===== src/rtl/cmp_pkg.sv =====
// Shared definitions for the 2-bit magnitude compare stage: operand width and
// the one-hot result encoding {GT, EQ, LT}.
package cmp_pkg;

    localparam int CMP_W = 2;

    typedef logic [2:0] cmp_res_t;

    localparam cmp_res_t CMP_GT   = 3'b100;
    localparam cmp_res_t CMP_EQ   = 3'b010;
    localparam cmp_res_t CMP_LT   = 3'b001;
    // All-zero is the "no result yet" value held during reset.
    localparam cmp_res_t CMP_NONE = 3'b000;

    function automatic cmp_res_t pack_res(input logic gt, input logic eq, input logic lt);
        return {gt, eq, lt};
    endfunction

endpackage


===== src/rtl/cmp2_comb.sv =====
// Combinational unsigned compare of two 2-bit operands; exactly one of gt/eq/lt
// is high for any known input.
module cmp2_comb
    import cmp_pkg::*;
(
    input  logic [CMP_W-1:0] a,
    input  logic [CMP_W-1:0] b,
    output logic             gt,
    output logic             eq,
    output logic             lt
);

    logic msb_same;

    assign msb_same = ~(a[1] ^ b[1]);

    // The LSB only decides the result when the MSBs tie.
    assign gt = (a[1] & ~b[1]) | (msb_same & a[0] & ~b[0]);
    assign eq = msb_same & ~(a[0] ^ b[0]);
    assign lt = (~a[1] & b[1]) | (msb_same & ~a[0] & b[0]);

endmodule


===== src/rtl/comparator_4b_digital.sv =====
// Registered 2-bit unsigned magnitude comparator: one-hot {F1=gt, F2=eq, F3=lt}
// with one cycle of latency and an all-zero reset state.
module comparator_4b_digital
    import cmp_pkg::*;
(
    input  logic clk,
    input  logic rst,
    input  logic A1,
    input  logic A0,
    input  logic B1,
    input  logic B0,
    output logic F1,
    output logic F2,
    output logic F3
);

    logic     gt;
    logic     eq;
    logic     lt;
    cmp_res_t res;

    cmp2_comb u_cmp2_comb (
        .a  ({A1, A0}),
        .b  ({B1, B0}),
        .gt (gt),
        .eq (eq),
        .lt (lt)
    );

    // Outputs come only from this register, so no input-to-output comb path exists.
    always_ff @(posedge clk or posedge rst) begin
        if (rst) begin
            res <= CMP_NONE;
        end else begin
            res <= pack_res(gt, eq, lt);
        end
    end

    assign F1 = |(res & CMP_GT);
    assign F2 = |(res & CMP_EQ);
    assign F3 = |(res & CMP_LT);

endmodule


===== config.mk =====
export PLATFORM = sky130hd
export DESIGN_NAME = comparator_4b_digital
export DESIGN_NICKNAME = d
export VERILOG_FILES = /design/src/rtl/cmp_pkg.sv /design/src/rtl/cmp2_comb.sv /design/src/rtl/comparator_4b_digital.sv
export SDC_FILE = /design/constraint.sdc
export NUM_CORES = 1
export LEC_CHECK = 0
export BUFFER_PORTS_ARGS = -buffer_cell sky130_fd_sc_hd__buf_2
export CAP_MARGIN = 15
export CELL_PAD_IN_SITES_DETAIL_PLACEMENT = 1
export CELL_PAD_IN_SITES_GLOBAL_PLACEMENT = 2
export CORE_AREA = 2 2 39 41
export CTS_BUF_LIST = sky130_fd_sc_hd__clkbuf_2 sky130_fd_sc_hd__clkbuf_4 sky130_fd_sc_hd__clkbuf_8
export CTS_CLUSTER_SIZE = 40
export DETAILED_ROUTE_END_ITERATION = 16
export DIE_AREA = 0 0 41 43
export PLACE_DENSITY = 0.47
export SYNTH_ARGS = -nofsm -noshare
export SYNTH_HDL_FRONTEND = slang
export SYNTH_SLANG_ARGS = --single-unit

===== constraint.sdc =====
create_clock -name clk -period 0.85 [get_ports clk]
set_input_delay 0.085 -clock clk [delete_from_list [all_inputs] [get_ports clk]]
set_output_delay 0.085 -clock clk [all_outputs]
set_load 0.02 [all_outputs]

==> results of run 1 <==
==> timing repair <==
item	CTS	global route
endpoints found under the hold margin	3	0
gates resized for setup	0	6
hold buffers	1	0
setup endpoints to repair	0	3
buffers inserted	0	0
==> report_power, final <==
group	switching, mW	internal [mW]
logic	0.0443	0.0503
registers	0.00603	0.156
clock network	0.0735	0.208
==> metrics by stage <==
stage	TNS, ns	power, mW	setup slack (ns)	std cells	area, sq um
global placement	-0.0166	0.234	-0.0166	38	210
global route	-0.00235	0.595	-0.00235	43	269
floorplan	0	0.204	0.119	14	150
detailed placement	-0.0361	0.239	-0.0361	38	210
CTS	0	0.534	0.0128	43	250
finish	0	0.538	0.0361	43	269
==> layer usage <==
metal	up-vias	track usage [%]
met5	-	0
li1	69	-
met1	56	5.52
met4	0	8.00
met3	0	4.71
met2	9	4.69
==> final cells by class <==
cell class | count | share of cell area, %
Clock buffer | 4 | 11.2
Tap cell | 16 | 7.44
Inverter | 4 | 5.58
Multi-Input combinational cell | 7 | 22.3
Sequential cell | 3 | 27.9
Timing Repair Buffer | 9 | 25.6
==> cell usage in the layout (no fill, tap or decap), drive strengths merged <==
cell / instances
buf: 8
inv: 4
clkbuf: 4
dfrtp: 3
ha: 2
xnor2: 1
and2: 1
nand2: 1
o21bai: 1
a31o: 1
dlygate4sd3: 1
==> final timing paths <==
| kind | start | end | depth (start not counted) |
|---|---|---|---|
| worst min-delay path | A0 | res[0]$_DFF_PP0_ | 2 |
| min in group asynchronous | rst | res[0]$_DFF_PP0_ | 3 |
| worst max-delay path | res[2]$_DFF_PP0_ | F1 | 1 |
| max in group asynchronous | rst | res[2]$_DFF_PP0_ | 3 |
==> logic make-up after synthesis <==
group / Yosys count
flip-flops: 3
adder cells (fa/ha/maj): 2
buffers and inverters: 4
AND/OR/NAND/NOR: 2
XOR/XNOR: 1
AO/OA/AOI/OAI: 2
==> run metrics, run 1 <==
remaining global-route overflow=0; Seq. cell area=75.1 sq um; worst setup path category=reg -> out; leading area contributor after synthesis=dfrtp_1; largest net degree at the start of global routing=4; Total Wirelength=345 microns; area delta synth->final=79.2%; CTS tree=done; fin. max-slew vios=0; routed length per placed instance=8.02 microns; relative slew slack=90.3%; fill count=160; Req. time, crit path=0.76 ns; remaining antenna violation count=0; fin crit share=95.8%; Layout Nets=36; Worst Setup End Kind=output port; die area=0.00176 sq mm; synthesized instance count=14; Die Width=41 microns; met3 wire length=51 microns; critical path cell sequence=buf_6; Worst path max stage delay=0.37 ns; maximum vdd ir drop=0.275 mV; Via density=3.12; Port Buffer Count=8; mux contribution to synthesized area=0%; RSZ-0062 raised after global routing=true; biggest regs=res (3); first-pass GRT wire length=489 microns; Synth Warn #=0; share of cells above drive strength 1=44.4%; slowest CP cell=dfrtp_1; vias in the first global route=123; Yosys reg bits=3; Vias=134; Slew @ Worst Pin=0.144 ns; number of buffers created by CTS=3; fin util=19.4%; top-area cell type share of the netlist area=50.0%; Initial DRC Count=1; Top reg by flops=res; Leakage=0.147 nW; clock slew seen by the registers of the worst setup and hold paths=0.04 ns; Starting Density=10.8%; ys async rst share=100%; Worst Path Arrival=0.73 ns; Routed met2 length=143 microns; top cells by area, synth=dfrtp_1 50%, ha_1 17%, inv_1 10%; multi-input logic area=60.1 sq um; simple-gate share of the synthesized area=6.67%; PD cells=2000 mW/mm^2; Adder-Cell Fraction of Synth Area=16.7%; CP startpoint kind=flop; Synth Area per Inst=10.7 sq um; top-count cell post-synth=inv_1; endpoints failing hold=0; sequential cell area fraction in the yosys report=50.0%; drt pass-1 iters=2; Antenna diodes=0; Buf+Inv Stages, Crit Path=1; Max FO, Critical Path=1; # DRC=0; main flop type after synthesis=dfrtp_1; EDFF count, synth=0; CTS Sinks=3; met1 WL=151 microns; Max Cap Violations=0; status=complete, no violations; H-tree Lvls=1; Chip Height=43 microns; IO Pins=9; worst hold slack=0.0917 ns; Synth Net Count=22; largest family of logic cells by synthesized area=adder cells; Placer Congestion=0.569; row cnt=14; commonest cells in the netlist=4 x inv_1, 3 x dfrtp_1, 2 x ha_1; post-synth cell types=8; Core ar.=0.00138 sq mm; initial antenna violation count=0; compound-gate portion of the synthesized area=10.8%; Post-Syn Area=150 sq um; max reg flops=3; clock buffer depth=2; Post-Synth XOR/XNOR Area=5.83%; CP delay by family, top=flip-flops; fin crit period=0.814 ns; DR top layer=met3; Tot GR Track Use=5.34%; Setup-failing EPs final=0; HP Class=in -> reg; clock root buffer=clkbuf_4; Fmax=1230 MHz
Note: power is estimated with default switching activity, not from simulation.
==> inputs of run 2 (changes only) <==
--- a/config.mk
+++ b/config.mk
@@ -5,6 +5,7 @@
 export SDC_FILE = /design/constraint.sdc
 export NUM_CORES = 1
 export LEC_CHECK = 0
+export ABC_AREA = 1
 export BUFFER_PORTS_ARGS = -buffer_cell sky130_fd_sc_hd__buf_2
 export CAP_MARGIN = 15
 export CELL_PAD_IN_SITES_DETAIL_PLACEMENT = 1
@@ -14,7 +15,7 @@
 export CTS_CLUSTER_SIZE = 40
 export DETAILED_ROUTE_END_ITERATION = 16
 export DIE_AREA = 0 0 41 43
-export PLACE_DENSITY = 0.47
+export PLACE_DENSITY = 0.5
 export SYNTH_ARGS = -nofsm -noshare
 export SYNTH_HDL_FRONTEND = slang
 export SYNTH_SLANG_ARGS = --single-unit
==> run metrics, run 2 <==
Worst path max stage delay=0.35 ns (-0.02 ns); biggest regs=res (3); drt pass-1 iters=1 (-1); post-synth cell types=7 (-1); Fmax=1220 MHz (-0.36%); remaining antenna violation count=0 (unchanged); Setup WS post-layout=0.0331 ns (-0.00293 ns); Die Width=41 microns (unchanged); Max Cap Violations=0 (unchanged); commonest cells in the netlist=5 x inv_1, 5 x nand2_1, 3 x dfrtp_1, 2 x ha_1; hold wc startpoint=B0; Req. time, crit path=0.76 ns (about the same); CP startpoint kind=flop; share of cells above drive strength 1=41.9% (-2.5 points); Leakage=0.154 nW (+4.5%); Worst Setup End Kind=output port; die area=0.00176 sq mm (unchanged); Synth Net Count=26 (+18%); Antenna diodes=0 (unchanged); CTS Sinks=3 (unchanged); leading area contributor after synthesis=dfrtp_1; PD cells=2010 mW/mm^2 (+0.27%); EDFF count, synth=0 (unchanged); Core ar.=0.00138 sq mm (unchanged); Buf+Inv Stages, Crit Path=1 (unchanged); Yosys reg bits=3 (unchanged); Total Wirelength=324 microns (-6.1%); DP Area=215 sq um (+2.4%); number of buffers created by CTS=3 (unchanged); HP Class=in -> reg; top-area cell type share of the netlist area=48.4% (-1.6 points); clock root buffer=clkbuf_4; routed length per placed instance=6.89 microns (-14%); remaining global-route overflow=0 (unchanged); Post-Syn Area=155 sq um (+3.3%); largest net degree at the start of global routing=4 (unchanged); synthesized instance count=18 (+4); IO Pins=9 (unchanged); sequential cell area fraction in the yosys report=48.4% (-1.6 points); fin. max-slew vios=0 (unchanged); vias in the first global route=135 (+9.8%); Tot GR Track Use=4.32% (-1.0 points); endpoints failing hold=0 (unchanged); Max FO, Critical Path=1 (unchanged); post-route setup TNS=0 ns (unchanged); hold path depth=2 (unchanged); # DRC=0 (unchanged); row cnt=14 (unchanged); status=complete, no violations; final non-filler cell area=255 sq um (-5.1%); initial antenna violation count=0 (unchanged); most frequent cells in the layout=8 x buf_2, 5 x inv_1, 5 x nand2_1; worst setup path category=reg -> out; main flop type after synthesis=dfrtp_1; maximum vdd ir drop=0.374 mV (+36%); total power=512 uW (-4.9%); area delta synth->final=64.5%; CTS tree=done; Synth Warn #=0 (unchanged); relative slew slack=92.0% (+1.7 points); RSZ-0062 raised after global routing=false; fin crit share=96.1% (+0.35 points); max reg flops=3 (unchanged); critical path cell sequence=buf_2; post_cts resized=0 (unchanged); Top reg by flops=res; Via density=3.04 (-2.4%); Port Buffer Count=8 (unchanged); fin crit period=0.817 ns (+0.00293 ns); slowest CP cell=dfrtp_1; Chip Height=43 microns (unchanged); Placer Congestion=0.624 (+9.7%); Synth Area per Inst=8.62 sq um (-20%); pre-CTS setup slack=0.0426 ns (+0.0787 ns); H-tree Lvls=1 (unchanged); ys async rst share=100% (unchanged); Initial DRC Count=0 (-1); Worst Path Arrival=0.73 ns (about the same); first-pass GRT wire length=455 microns (-7.0%); Setup-failing EPs final=0 (unchanged); Hold Path Sink=res[2]$_DFF_PP0_; Layout Nets=40 (+11%); Vias=143 (+6.7%); most common cell after layout, fill and taps aside=buf_2; CP delay by family, top=flip-flops; fin util=18.4% (-0.99 points); Slew @ Worst Pin=0.120 ns (-0.0240 ns); clock buffer depth=2 (unchanged); WP depth=1 (unchanged); Starting Density=11.2% (+0.36 points); clock slew seen by the registers of the worst setup and hold paths=0.03 ns (about the same); top cells by area, synth=dfrtp_1 48%, ha_1 16%, inv_1 12%
-- run 2: area by class of cell --
cell class	count	area (sq um)
Tap cell	16	20.0
Multi-Input combinational cell	10	61.3
Timing Repair Buffer	9	50.0
Clock buffer	4	30.0
Inverter	5	18.8
Sequential cell	3	75.1
Fill cell	168	1130
-- run 2: how the worst max path moves through the flow --
stage / from / end / slack, ns
after floorplan: A1 / res[2]$_DFF_PP0_ / 0.20
after global placement: A1 / res[2]$_DFF_PP0_ / 0.07
after detailed placement: A1 / res[2]$_DFF_PP0_ / 0.04
after CTS: res[2]$_DFF_PP0_ / F1 / 0.02
after global routing: res[2]$_DFF_PP0_ / F1 / 0.01
final: res[2]$_DFF_PP0_ / F1 / 0.03
-- run 2: per-layer routing --
| layer | vias up | GRT usage (%) | wire [microns] |
|---|---|---|---|
| li1 | 76 | - | - |
| met1 | 58 | 4.18 | 126 |
| met2 | 9 | 5.63 | 140 |
| met3 | 0 | 1.57 | 56 |
| met4 | 0 | 6.00 | 0 |
| met5 | - | 0 | 0 |
-- run 2: kinds of logic (layout without fill, tap and decap cells) --
| family | Yosys count | after routing | share of synthesized area, % |
|---|---|---|---|
| buffers and inverters | 5 | 18 | 12.1 |
| flip-flops | 3 | 3 | 48.4 |
| AND/OR/NAND/NOR | 7 | 7 | 18.5 |
| adder cells (fa/ha/maj) | 2 | 2 | 16.1 |
| AO/OA/AOI/OAI | 1 | 1 | 4.84 |
-- run 2: stage by stage --
stage,instances,hold WS [ns]
after floorplan,18,-0.161
after global placement,42,-0.0499
after detailed placement,42,-0.0394
after CTS,47,0.0553
after global routing,47,0.0736
final,47,0.0631
-- run 2: what timing repair did --
action / CTS / global route
hold endpoints to repair: 3 / 0
endpoints found under the setup margin: 0 / 0
setup buffers: 0 / 0
hold buffers: 1 / 0
-- run 2: power by group --
part           switching [mW]  internal (mW)  leakage [nW]
combinational          0.0460         0.0323        0.0976
sequential            0.00246          0.156        0.0376
clock                  0.0681          0.207        0.0184
==> inputs of run 3 (changes only) <==
--- a/config.mk
+++ b/config.mk
@@ -12,10 +12,10 @@
 export CELL_PAD_IN_SITES_GLOBAL_PLACEMENT = 2
 export CORE_AREA = 2 2 39 41
 export CTS_BUF_LIST = sky130_fd_sc_hd__clkbuf_2 sky130_fd_sc_hd__clkbuf_4 sky130_fd_sc_hd__clkbuf_8
-export CTS_CLUSTER_SIZE = 40
+export CTS_CLUSTER_SIZE = 28
 export DETAILED_ROUTE_END_ITERATION = 16
 export DIE_AREA = 0 0 41 43
-export PLACE_DENSITY = 0.5
+export PLACE_DENSITY_LB_ADDON = 0.1
 export SYNTH_ARGS = -nofsm -noshare
 export SYNTH_HDL_FRONTEND = slang
 export SYNTH_SLANG_ARGS = --single-unit
==> run metrics, run 3 (synthesized netlist as in run 2, its figures left out) <==
Via density=3.13 (+2.8%); status=complete, no violations; Leakage=0.155 nW (+1.1%); biggest regs=res (3); row cnt=14 (unchanged); most frequent cells in the layout=7 x buf_2, 5 x inv_1, 5 x nand2_1; maximum vdd ir drop=0.270 mV (-28%); DP Area=215 sq um (unchanged); WP depth=1 (unchanged); non-filler instance count after layout=47 (unchanged); Top reg by flops=res; H-tree Lvls=1 (unchanged); most common cell after layout, fill and taps aside=buf_2; Setup-failing EPs final=0 (unchanged); Initial DRC Count=0 (unchanged); CTS Sinks=3 (unchanged); Core ar.=0.00138 sq mm (unchanged); Tot GR Track Use=5.02% (+0.70 points); Max Cap Violations=0 (unchanged); pre-CTS setup slack=0.0339 ns (-0.00872 ns); remaining global-route overflow=0 (unchanged); drt pass-1 iters=1 (unchanged); RSZ-0062 raised after global routing=false; IO Pins=9 (unchanged); Setup WS post-layout=0.0383 ns (+0.00513 ns); CTS tree=done; Req. time, crit path=0.76 ns (about the same); Layout Nets=40 (unchanged); Total Wirelength=340 microns (+4.9%); Antenna diodes=0 (unchanged); Fmax=1230 MHz (+0.63%); worst hold slack=0.0733 ns (+0.0102 ns); worst setup path category=reg -> out; relative slew slack=90.4% (-1.6 points); Worst Path Arrival=0.73 ns (about the same); first-pass GRT wire length=496 microns (+9.0%); endpoints failing hold=0 (unchanged); critical path cell sequence=buf_2; hold path depth=2 (unchanged); CP startpoint kind=flop; HP Class=in -> reg; die area=0.00176 sq mm (unchanged); clock buffer depth=2 (unchanged); Chip Height=43 microns (unchanged); clock root buffer=clkbuf_4; vias in the first global route=149 (+10%); final non-filler cell area=262 sq um (+2.5%); max reg flops=3 (unchanged); area delta synth->final=68.5%; Worst Setup End Kind=output port; # Post-CTS Setup Buffers=0 (unchanged); fin. max-slew vios=0 (unchanged); DR top layer=met3; Vias=147 (+2.8%); Worst path max stage delay=0.35 ns (about the same); Buf+Inv Stages, Crit Path=1 (unchanged); initial antenna violation count=0 (unchanged); # DRC=0 (unchanged); Placer Congestion=0.610 (-2.3%); PD cells=2000 mW/mm^2 (-0.42%); Routed met2 length=188 microns (+34%); hpwl dp=279 microns; Placed Cells=42 (unchanged); met3 wire length=31 microns (-45%); Slew @ Worst Pin=0.144 ns (+0.0236 ns); post-route setup TNS=0 ns (unchanged); total power=522 uW (+2.0%); routed length per placed instance=7.23 microns (+4.9%); fin crit period=0.812 ns (-0.00513 ns); met1 WL=119 microns (-5.6%); Port Buffer Count=8 (unchanged); fill count=178 (+6.0%); largest net degree at the start of global routing=4 (unchanged); remaining antenna violation count=0 (unchanged); Die Width=41 microns (unchanged); fin crit share=95.5% (-0.60 points); Max FO, Critical Path=1 (unchanged); number of buffers created by CTS=3 (unchanged); slowest CP cell=dfrtp_1; clock slew seen by the registers of the worst setup and hold paths=0.04 ns (about the same); Starting Density=11.2% (unchanged); fin util=18.9% (+0.45 points); share of cells above drive strength 1=41.9% (unchanged); CP delay by family, top=flip-flops
run 3: layout make-up:
class | count | area (sq um) | area share (%)
Clock buffer | 4 | 30.0 | 11.5
Inverter | 5 | 18.8 | 7.18
Sequential cell | 3 | 75.1 | 28.7
Timing Repair Buffer | 9 | 56.3 | 21.5
Tap cell | 16 | 20.0 | 7.66
Multi-Input combinational cell | 10 | 61.3 | 23.4
run 3: final timing paths:
| check | startpoint | endpoint |
|---|---|---|
| worst max-delay path | res[0]$_DFF_PP0_ | F3 |
| worst min-delay path | B0 | res[2]$_DFF_PP0_ |
| min in group asynchronous | rst | res[0]$_DFF_PP0_ |
| max in group asynchronous | rst | res[1]$_DFF_PP0_ |
run 3: power by group:
part	total, mW	internal, mW	switching (mW)
Clock	0.280	0.208	0.0722
Sequential	0.159	0.156	0.00342
Combinational	0.0833	0.0369	0.0464
Total	0.522	0.400	0.122
run 3: routing by layer:
metal,vias up,global-route usage (%)
met5,-,0
met4,0,10.0
met3,0,1.57
met2,7,6.25
met1,64,3.85
li1,76,-
run 3: timing repair:
item | in CTS | in global routing
hold buffers | 1 | 0
endpoints found under the hold margin | 3 | 0
resized for setup | 0 | 2
endpoints found under the setup margin | 0 | 1
